--- config.mk ---
export PLATFORM = sky130hd
export DESIGN_NAME = alu_seq_chunked
export DESIGN_NICKNAME = d
export VERILOG_FILES = /design/src/rtl/alu_seq_chunked.sv
export SDC_FILE = /design/constraint.sdc
export NUM_CORES = 1
export LEC_CHECK = 0
export BUFFER_PORTS_ARGS = -buffer_cell sky130_fd_sc_hd__buf_2
export CORE_MARGIN = 2
export CORE_UTILIZATION = 50
export DETAILED_ROUTE_END_ITERATION = 16
export GPL_ROUTABILITY_DRIVEN = 0
export PLACE_DENSITY_LB_ADDON = 0.08
export SLEW_MARGIN = 5
export SYNTH_ARGS = -nofsm -noshare
export SYNTH_HDL_FRONTEND = slang
export SYNTH_SLANG_ARGS = --single-unit
--- constraint.sdc ---
create_clock -name clk -period 3.1 [get_ports clk]
set_input_delay 0 -clock clk [delete_from_list [all_inputs] [get_ports clk]]
set_output_delay 0 -clock clk [all_outputs]
set_load 0.01 [all_outputs]
--- src/rtl/alu_seq_chunked.sv ---
// Multi-cycle add/sub/and/or ALU that processes CHUNK bits of a WIDTH-bit operation per clock.
// The slice carry is held in a register between slices, and valid/ready handshakes sit on both sides.
module alu_seq_chunked #(
    parameter int WIDTH = 16,
    parameter int CHUNK = 4
) (
    input  logic             clk,
    input  logic             rst,
    input  logic             in_valid,
    output logic             in_ready,
    input  logic [1:0]       op,
    input  logic [WIDTH-1:0] A,
    input  logic [WIDTH-1:0] B,
    output logic             out_valid,
    input  logic             out_ready,
    output logic [WIDTH-1:0] S,
    output logic             Co,
    output logic             V,
    output logic             Z,
    output logic             N
);

    localparam int NSLICE = WIDTH / CHUNK;
    localparam int IW     = (NSLICE > 1) ? $clog2(NSLICE) : 1;

    typedef enum logic [1:0] {IDLE, CALC, DONE} state_t;
    typedef enum logic [1:0] {OP_ADD = 2'b00, OP_SUB = 2'b01, OP_AND = 2'b10, OP_OR = 2'b11} op_t;

    state_t           r_state;
    state_t           w_state_next;
    op_t              r_op;
    logic [WIDTH-1:0] r_a;
    logic [WIDTH-1:0] r_b;
    logic [WIDTH-1:0] r_s;
    logic [IW-1:0]    r_idx;
    logic             r_carry;
    logic             r_co;
    logic             r_v;
    logic             r_z;
    logic             r_n;

    logic [CHUNK-1:0] w_a_sl;
    logic [CHUNK-1:0] w_b_sl;
    logic [CHUNK-1:0] w_bx;
    logic [CHUNK-1:0] w_res;
    logic [CHUNK:0]   w_sum;
    logic             w_arith;
    logic             w_c_msb;
    logic             w_last;
    logic [WIDTH-1:0] w_s_next;

    // State register.
    always_ff @(posedge clk or posedge rst) begin
        if (rst) begin
            r_state <= IDLE;
        end else begin
            // NOTE: sequential state uses non-blocking assignments so every flop samples pre-edge values.
            r_state <= w_state_next;
        end
    end

    // Next-state logic.
    always_comb begin
        // NOTE: a default before the case keeps every path assigned, so no latch is inferred.
        w_state_next = r_state;
        case (r_state)
            IDLE:    if (in_valid)  w_state_next = CALC;
            CALC:    if (w_last)    w_state_next = DONE;
            DONE:    if (out_ready) w_state_next = IDLE;
            default:                w_state_next = IDLE;
        endcase
    end

    // Handshake outputs decoded from state only.
    always_comb begin
        in_ready  = (r_state == IDLE);
        out_valid = (r_state == DONE);
    end

    // Current slice: select operands, compute, and merge into the full result.
    always_comb begin
        w_a_sl = '0;
        w_b_sl = '0;
        for (int k = 0; k < NSLICE; k++) begin
            if (r_idx == IW'(k)) begin
                w_a_sl = r_a[k*CHUNK +: CHUNK];
                w_b_sl = r_b[k*CHUNK +: CHUNK];
            end
        end
        w_arith = (r_op == OP_ADD) || (r_op == OP_SUB);
        w_bx    = w_b_sl ^ {CHUNK{r_op == OP_SUB}};
        w_sum   = {1'b0, w_a_sl} + {1'b0, w_bx} + {{CHUNK{1'b0}}, r_carry};
        // Carry into the slice MSB, recovered from the sum bit and its two addend bits.
        w_c_msb = w_sum[CHUNK-1] ^ w_a_sl[CHUNK-1] ^ w_bx[CHUNK-1];
        case (r_op)
            OP_AND:  w_res = w_a_sl & w_b_sl;
            OP_OR:   w_res = w_a_sl | w_b_sl;
            default: w_res = w_sum[CHUNK-1:0];
        endcase
        w_s_next = r_s;
        for (int k = 0; k < NSLICE; k++) begin
            if (r_idx == IW'(k)) w_s_next[k*CHUNK +: CHUNK] = w_res;
        end
        w_last = (r_idx == IW'(NSLICE - 1));
    end

    // Datapath registers.
    always_ff @(posedge clk or posedge rst) begin
        if (rst) begin
            r_op    <= OP_ADD;
            r_a     <= '0;
            r_b     <= '0;
            r_s     <= '0;
            r_idx   <= '0;
            r_carry <= 1'b0;
            r_co    <= 1'b0;
            r_v     <= 1'b0;
            r_z     <= 1'b0;
            r_n     <= 1'b0;
        end else begin
            case (r_state)
                IDLE: begin
                    if (in_valid) begin
                        r_op    <= op_t'(op);
                        r_a     <= A;
                        r_b     <= B;
                        r_carry <= (op == OP_SUB);
                        r_idx   <= '0;
                    end
                end
                CALC: begin
                    r_s   <= w_s_next;
                    r_idx <= r_idx + IW'(1);
                    if (w_arith) r_carry <= w_sum[CHUNK];
                    if (w_last) begin
                        r_co <= w_arith & w_sum[CHUNK];
                        r_v  <= w_arith & (w_c_msb ^ w_sum[CHUNK]);
                        r_z  <= (w_s_next == '0);
                        r_n  <= w_s_next[WIDTH-1];
                    end
                end
                default: ;
            endcase
        end
    end

    assign S  = r_s;
    assign Co = r_co;
    assign V  = r_v;
    assign Z  = r_z;
    assign N  = r_n;

endmodule

==> results.json, run 1 <==
{
  "status": "finished clean",
  "ir_worst_vdd_uv": 813,
  "path_buf_inv": 3,
  "firstDrtPassIters": 4,
  "ios": 60,
  "period_needed_ps": 2950,
  "die_h_um": 82.1,
  "grt_usage": 0.237,
  "cts.sinks": 59,
  "regArea_sq_mm": 0.00148,
  "drt_wl_total_um": 7270,
  "seq_area_frac_synth": 0.484,
  "top_usage_layer": "met2",
  "multiInputGateArea_sq_mm": 0.00148,
  "avgSynthCellArea_sq_um": 8.92,
  "port_buffers": 59,
  "synth_nets": 389,
  "synthArstFlopShare": 1.00,
  "drcViolationCount": 0,
  "gr-usage-met2": 0.415,
  "synthesis.instances": 342,
  "start_util": 0.515,
  "dieArea_sq_mm": 0.00674,
  "power_density_mw_per_mm2": 1420,
  "r2r_cells": 13,
  "rows": 28,
  "syn_area_sq_mm": 0.00305,
  "drt-initial-drc-count": 93,
  "yosys.area.top_type_share": 0.484,
  "cts_tree": "yes",
  "core_sq_mm": 0.00592,
  "critPathLaunchType": "flip-flop",
  "fin_setup_tns_ps": 0,
  "num_vias": 2754,
  "cp.depth": 13,
  "setup_viol": 0,
  "yosysWarningCount": 0,
  "fin_util": 0.721,
  "htreeDepth": 3,
  "post-place-ws_ps": -50.8,
  "worst_slew_pin_slew_ps": 1010,
  "diodes": 0,
  "critPathArrivalTime_ps": 3170,
  "hp-class": "input port to async pin",
  "worstSetupPathType": "flip-flop to flip-flop",
  "layout.nets": 514,
  "synthFlopType": "dfrtp_1",
  "ctsRootBufferMaster": "clkbuf_8",
  "crit_top_cell": "buf_4",
  "maxSlewViolCount": 0,
  "dp_hpwl_um": 5010,
  "drive_above_1_share": 0.295,
  "synth_edf_count": 0,
  "ant_nets": 0,
  "vias_per_cell": 5.04,
  "finalCritPeriodShare": 0.951,
  "r2r-start": "r_idx[0]",
  "synth_area_leaders": "dfrtp_1 (48%), nand2_1 (16%), o21ai_0 (4.6%)",
  "met3_usage": 0.0576,
  "slew_headroom": 0.322,
  "fmax_ghz": 0.339,
  "fin_ws_ps": 153,
  "worst_ep_required_time_ps": 3320,
  "synth_seq_cells": 59,
  "synth_top_area_cell": "dfrtp_1",
  "die_w_um": 82.1,
  "grt_max_degree": 42,
  "grt_pass1_wl_um": 11900,
  "timing.max_cap.violations": 0,
  "fillers": 463,
  "antenna_found_initial": 0,
  "finalHoldViolCount": 0,
  "syn2layout_area_growth_pct": 39.9,
  "crit_chain": "ha_1 -> buf_4 -> buf_4 -> a221oi_2 -> buf_4 -> xnor2_1 -> ha_1 -> nand2_1 -> o21ai_1 -> xor2_1 -> o221ai_2 -> and3_1 -> o221a_2",
  "clock_latency_ps": 340,
  "leakagePower_nw": 2.17,
  "crit_start": "r_idx[0]",
  "final.setup_skew_ps": 6.00,
  "critical-path-slowest-cell": "dfrtp_2",
  "cts_buffers": 9,
  "clock_path_buffers": 2,
  "wire_per_inst_um": 13.3,
  "use_met1": 0.281,
  "cts.reportedPaths.clkPinSlew_ps": 60,
  "crit_path_max_fanout": 8,
  "grt_remaining_overflow": 0,
  "synth_cell_types": 48,
  "grt_pass1_vias": 2628,
  "max_stage_delay_ps": 440,
  "critPathCaptureType": "flip-flop",
  "critPathTopFamily": "compound AO/OA/AOI/OAI gates"
}
-- cell type report --
type                            instances  share of cell area
Multi-Input combinational cell        248               0.348
Inverter                               17              0.0150
Tap cell                               75              0.0220
Timing Repair Buffer                  132               0.219
Clock inverter                          1             0.00704
Clock buffer                           14              0.0428
Sequential cell                        59               0.346
-- metal layers --
layer	share of wire	wire length, um
met1	0.43	3140
met5	0	0
met2	0.52	3780
met3	0.036	261
met4	0.012	89
-- tightest hold or removal path: stages --
cell	delay (ps)
dlygate4sd3_1	530
buf_2	120
inv_2	440
-- final timing paths --
path	slack, ps	end
min reg2reg	480	N
max	150	Z
max reg2reg	150	Z
max in group asynchronous	2010	r_idx[0]
min in group clk	380	r_a[2]
min	270	S[15]
-- registers in the layout, indices dropped and copies added (netlist names) --
| name | count |
|---|---|
| S | 16 |
| r_a | 16 |
| r_b | 16 |
| r_idx | 2 |
| r_op | 2 |
| r_state | 2 |
| Co | 1 |
| N | 1 |
| V | 1 |
| Z | 1 |
| r_carry | 1 |
-- power breakdown --
group          switching [mW]  internal, mW  leakage (nW)  total, mW
Sequential              0.249          1.14         0.737       1.39
Combinational            2.00          1.93          1.32       3.94
Clock                   0.282         0.455         0.109      0.737
Total                    2.53          3.53          2.17       6.06
-- synth_stat cells (4+ instances only) --
master	n
dfrtp_1	59
ha_1	7
clkbuf_1	11
a21o_1	4
xnor2_1	5
o21ai_0	28
inv_1	17
nand2_1	127
a211oi_1	5
nor3b_1	4
nor2_1	7
a21oi_1	5
nand3b_1	4
clkbuf_8	4
-- cell usage in the layout, fill, tap and decap left out, types with 2 or more instances in the layout --
cell	netlist	layout
fa_2	0	2
a211oi_1	5	3
a211oi_2	1	3
o211ai_1	2	2
xnor2_1	5	5
o21ai_1	0	2
buf_4	0	36
inv_1	17	15
a21oi_1	5	4
xor2_1	3	3
a221oi_2	0	2
dlygate4sd3_1	0	37
and2_1	3	2
o21ai_0	28	26
buf_2	0	59
o31ai_1	3	3
ha_1	7	4
a211o_1	2	2
nor2_1	7	7
ha_4	0	3
nand2b_1	3	3
nor4_1	3	3
o221a_2	2	2
nand3b_1	4	4
o221ai_2	1	3
nor3b_1	4	3
a21o_1	4	4
dfrtp_1	59	58
clkbuf_8	4	13
inv_2	0	2
a31o_2	2	2
nand2_1	127	127
nor2b_1	3	3
-- kinds of logic after synthesis --
group | after synthesis | synth area share
AO/OA/AOI/OAI | 69 | 0.155
XOR/XNOR | 9 | 0.0283
adder cells (fa/ha/maj) | 9 | 0.0419
buffers and inverters | 35 | 0.0648
flip-flops | 59 | 0.484
multiplexers | 1 | 0.00328
AND/OR/NAND/NOR | 160 | 0.223
-- timing repair --
action,CTS,global route
setup buffers,0,1
setup endpoints to repair,3,15
hold buffers,37,0
hold endpoints to repair,65,0
resized for setup,3,17
pin swaps,0,3
-- per-stage QoR --
stage               power (mW)  std cells  area, sq um  hold slack, ps
global placement          5.01        493         3590             110
detailed placement        5.08        493         3590             108
CTS                       5.91        545         4180             291
finish                    6.06        546         4270             272
global route              6.62        546         4270             341
floorplan                 3.70        342         3070             105
No activity file was read; power rests on OpenSTA's default activity.
==> run 2: changes to the inputs <==
==> constraint.sdc (replaced) <==
create_clock -name clk -period 3.1 [get_ports clk]
set_input_delay 0.155 -clock clk [delete_from_list [all_inputs] [get_ports clk]]
set_output_delay 0.155 -clock clk [all_outputs]
set_load 0.01 [all_outputs]
==> results.json, run 2 (synthesized netlist as in run 1, its figures left out) <==
{
  "ios": 60,
  "grt_usage": 0.231,
  "p_total_mw": 5.88,
  "clock_path_buffers": 2,
  "slew_headroom": 0.342,
  "r2r_cells": 13,
  "cts_buffers": 9,
  "cts.sinks": 59,
  "dp_hpwl_um": 5040,
  "cts.reportedPaths.clkPinSlew_ps": 60,
  "mostFrequentLayoutCell": "nand2_1",
  "ant_nets": 0,
  "start_util": 0.515,
  "fin_util": 0.680,
  "power_density_mw_per_mm2": 1460,
  "grt_pass1_vias": 2547,
  "drt_wl_total_um": 7090,
  "maxSlewViolCount": 0,
  "status": "finished clean",
  "drive_above_1_share": 0.303,
  "layout.nets": 496,
  "cts_tree": "yes",
  "drt-initial-drc-count": 128,
  "finalHoldViolCount": 0,
  "die_h_um": 82.1,
  "core_sq_mm": 0.00592,
  "leakagePower_nw": 2.07,
  "firstDrtPassIters": 4,
  "htreeDepth": 3,
  "critPathArrivalTime_ps": 3160,
  "drcViolationCount": 0,
  "fmax_ghz": 0.340,
  "worstSetupPathType": "flip-flop to flip-flop",
  "setup_viol": 0,
  "num_vias": 2652,
  "worst_ep_required_time_ps": 3320,
  "period_needed_ps": 2940,
  "wire_per_inst_um": 13.4,
  "crit_path_max_fanout": 8,
  "hp-class": "input port to flip-flop",
  "diodes": 0,
  "grt_max_degree": 42,
  "final.setup_skew_ps": 5.89,
  "hold_depth": 3,
  "grt_remaining_overflow": 0,
  "vias_per_cell": 5.03,
  "rows": 28,
  "ctsRootBufferMaster": "clkbuf_8",
  "critPathLaunchType": "flip-flop",
  "clock_latency_ps": 340,
  "port_buffers": 59,
  "dieArea_sq_mm": 0.00674,
  "die_w_um": 82.1,
  "syn2layout_area_growth_pct": 32.1,
  "grt_pass1_wl_um": 11600,
  "finalCritPeriodShare": 0.949,
  "ir_worst_vdd_uv": 692,
  "critPathCaptureType": "flip-flop",
  "final_cell_mix": "nand2_1 (127), buf_2 (59), dfrtp_1 (58), buf_4 (36), o21ai_0 (26)",
  "worst_slew_pin_slew_ps": 985,
  "antenna_found_initial": 0,
  "timing.max_cap.violations": 0
}
-- run 2: layout make-up --
type	count	area, sq um
fill	493	1890
sequential	59	1480
multi-input combinational	248	1470
timing repair buffer	114	756
clock buffer	11	151
tap	75	93.8
inverter	17	63.8
clock inverter	3	15.0
-- run 2: metrics by stage --
step	TNS [ps]	hold slack, ps	setup WS [ps]	cells	instance area (sq um)
finish	0	8.66	157	527	4030
global route	-14.4	3.53	-9.02	527	4030
CTS	0	1.53	11.0	526	3950
detailed placement	-372	350	-127	493	3590
global placement	0	344	3.78	493	3590
floorplan	0	260	12.4	342	3070
-- run 2: path summary, 6_finish.rpt --
path / slack [ps] / startpoint / to
worst max-delay path: 160 / r_idx[0] / Z
worst min-delay path: 9 / A[0] / r_a[0]
worst max register to register: 160 / r_idx[0] / Z
worst min register to register: 470 / N / N
max in group asynchronous: 1810 / rst / S[7]
min in group asynchronous: 510 / rst / N
-- run 2: routing by layer --
layer | routed length [um] | share of wire | global-route usage
met4 | 121 | 0.017 | 0.0817
met3 | 307 | 0.043 | 0.0522
met1 | 3170 | 0.45 | 0.288
met2 | 3490 | 0.49 | 0.394
met5 | 0 | 0 | 0
-- run 2: timing repair --
action / 4_1_cts / 5_1_grt
hold buffers: 19 / 0
setup buffers: 0 / 1
pin swaps: 0 / 2
gates resized for setup: 2 / 16
cloned: 0 / 0
endpoints found under the hold margin: 42 / 0
endpoints found under the setup margin: 5 / 15
-- run 2: worst max-delay path, cell delays in order (launching register included) --
cell      delay, ps
dfrtp_2         450
ha_1            230
buf_4           160
buf_4           150
nor3b_2         200
a211oi_1         80
buf_4           150
ha_1            320
a21oi_1         140
o21ai_1         110
xor2_1          230
o221ai_2        180
and3_1          180
o221a_2         240
-- run 2: power breakdown --
| part | internal [mW] | switching, mW | leakage, nW |
|---|---|---|---|
| clock network | 0.320 | 0.286 | 0.0908 |
| logic | 1.91 | 1.98 | 1.24 |
| registers | 1.14 | 0.247 | 0.737 |
| total | 3.37 | 2.51 | 2.07 |
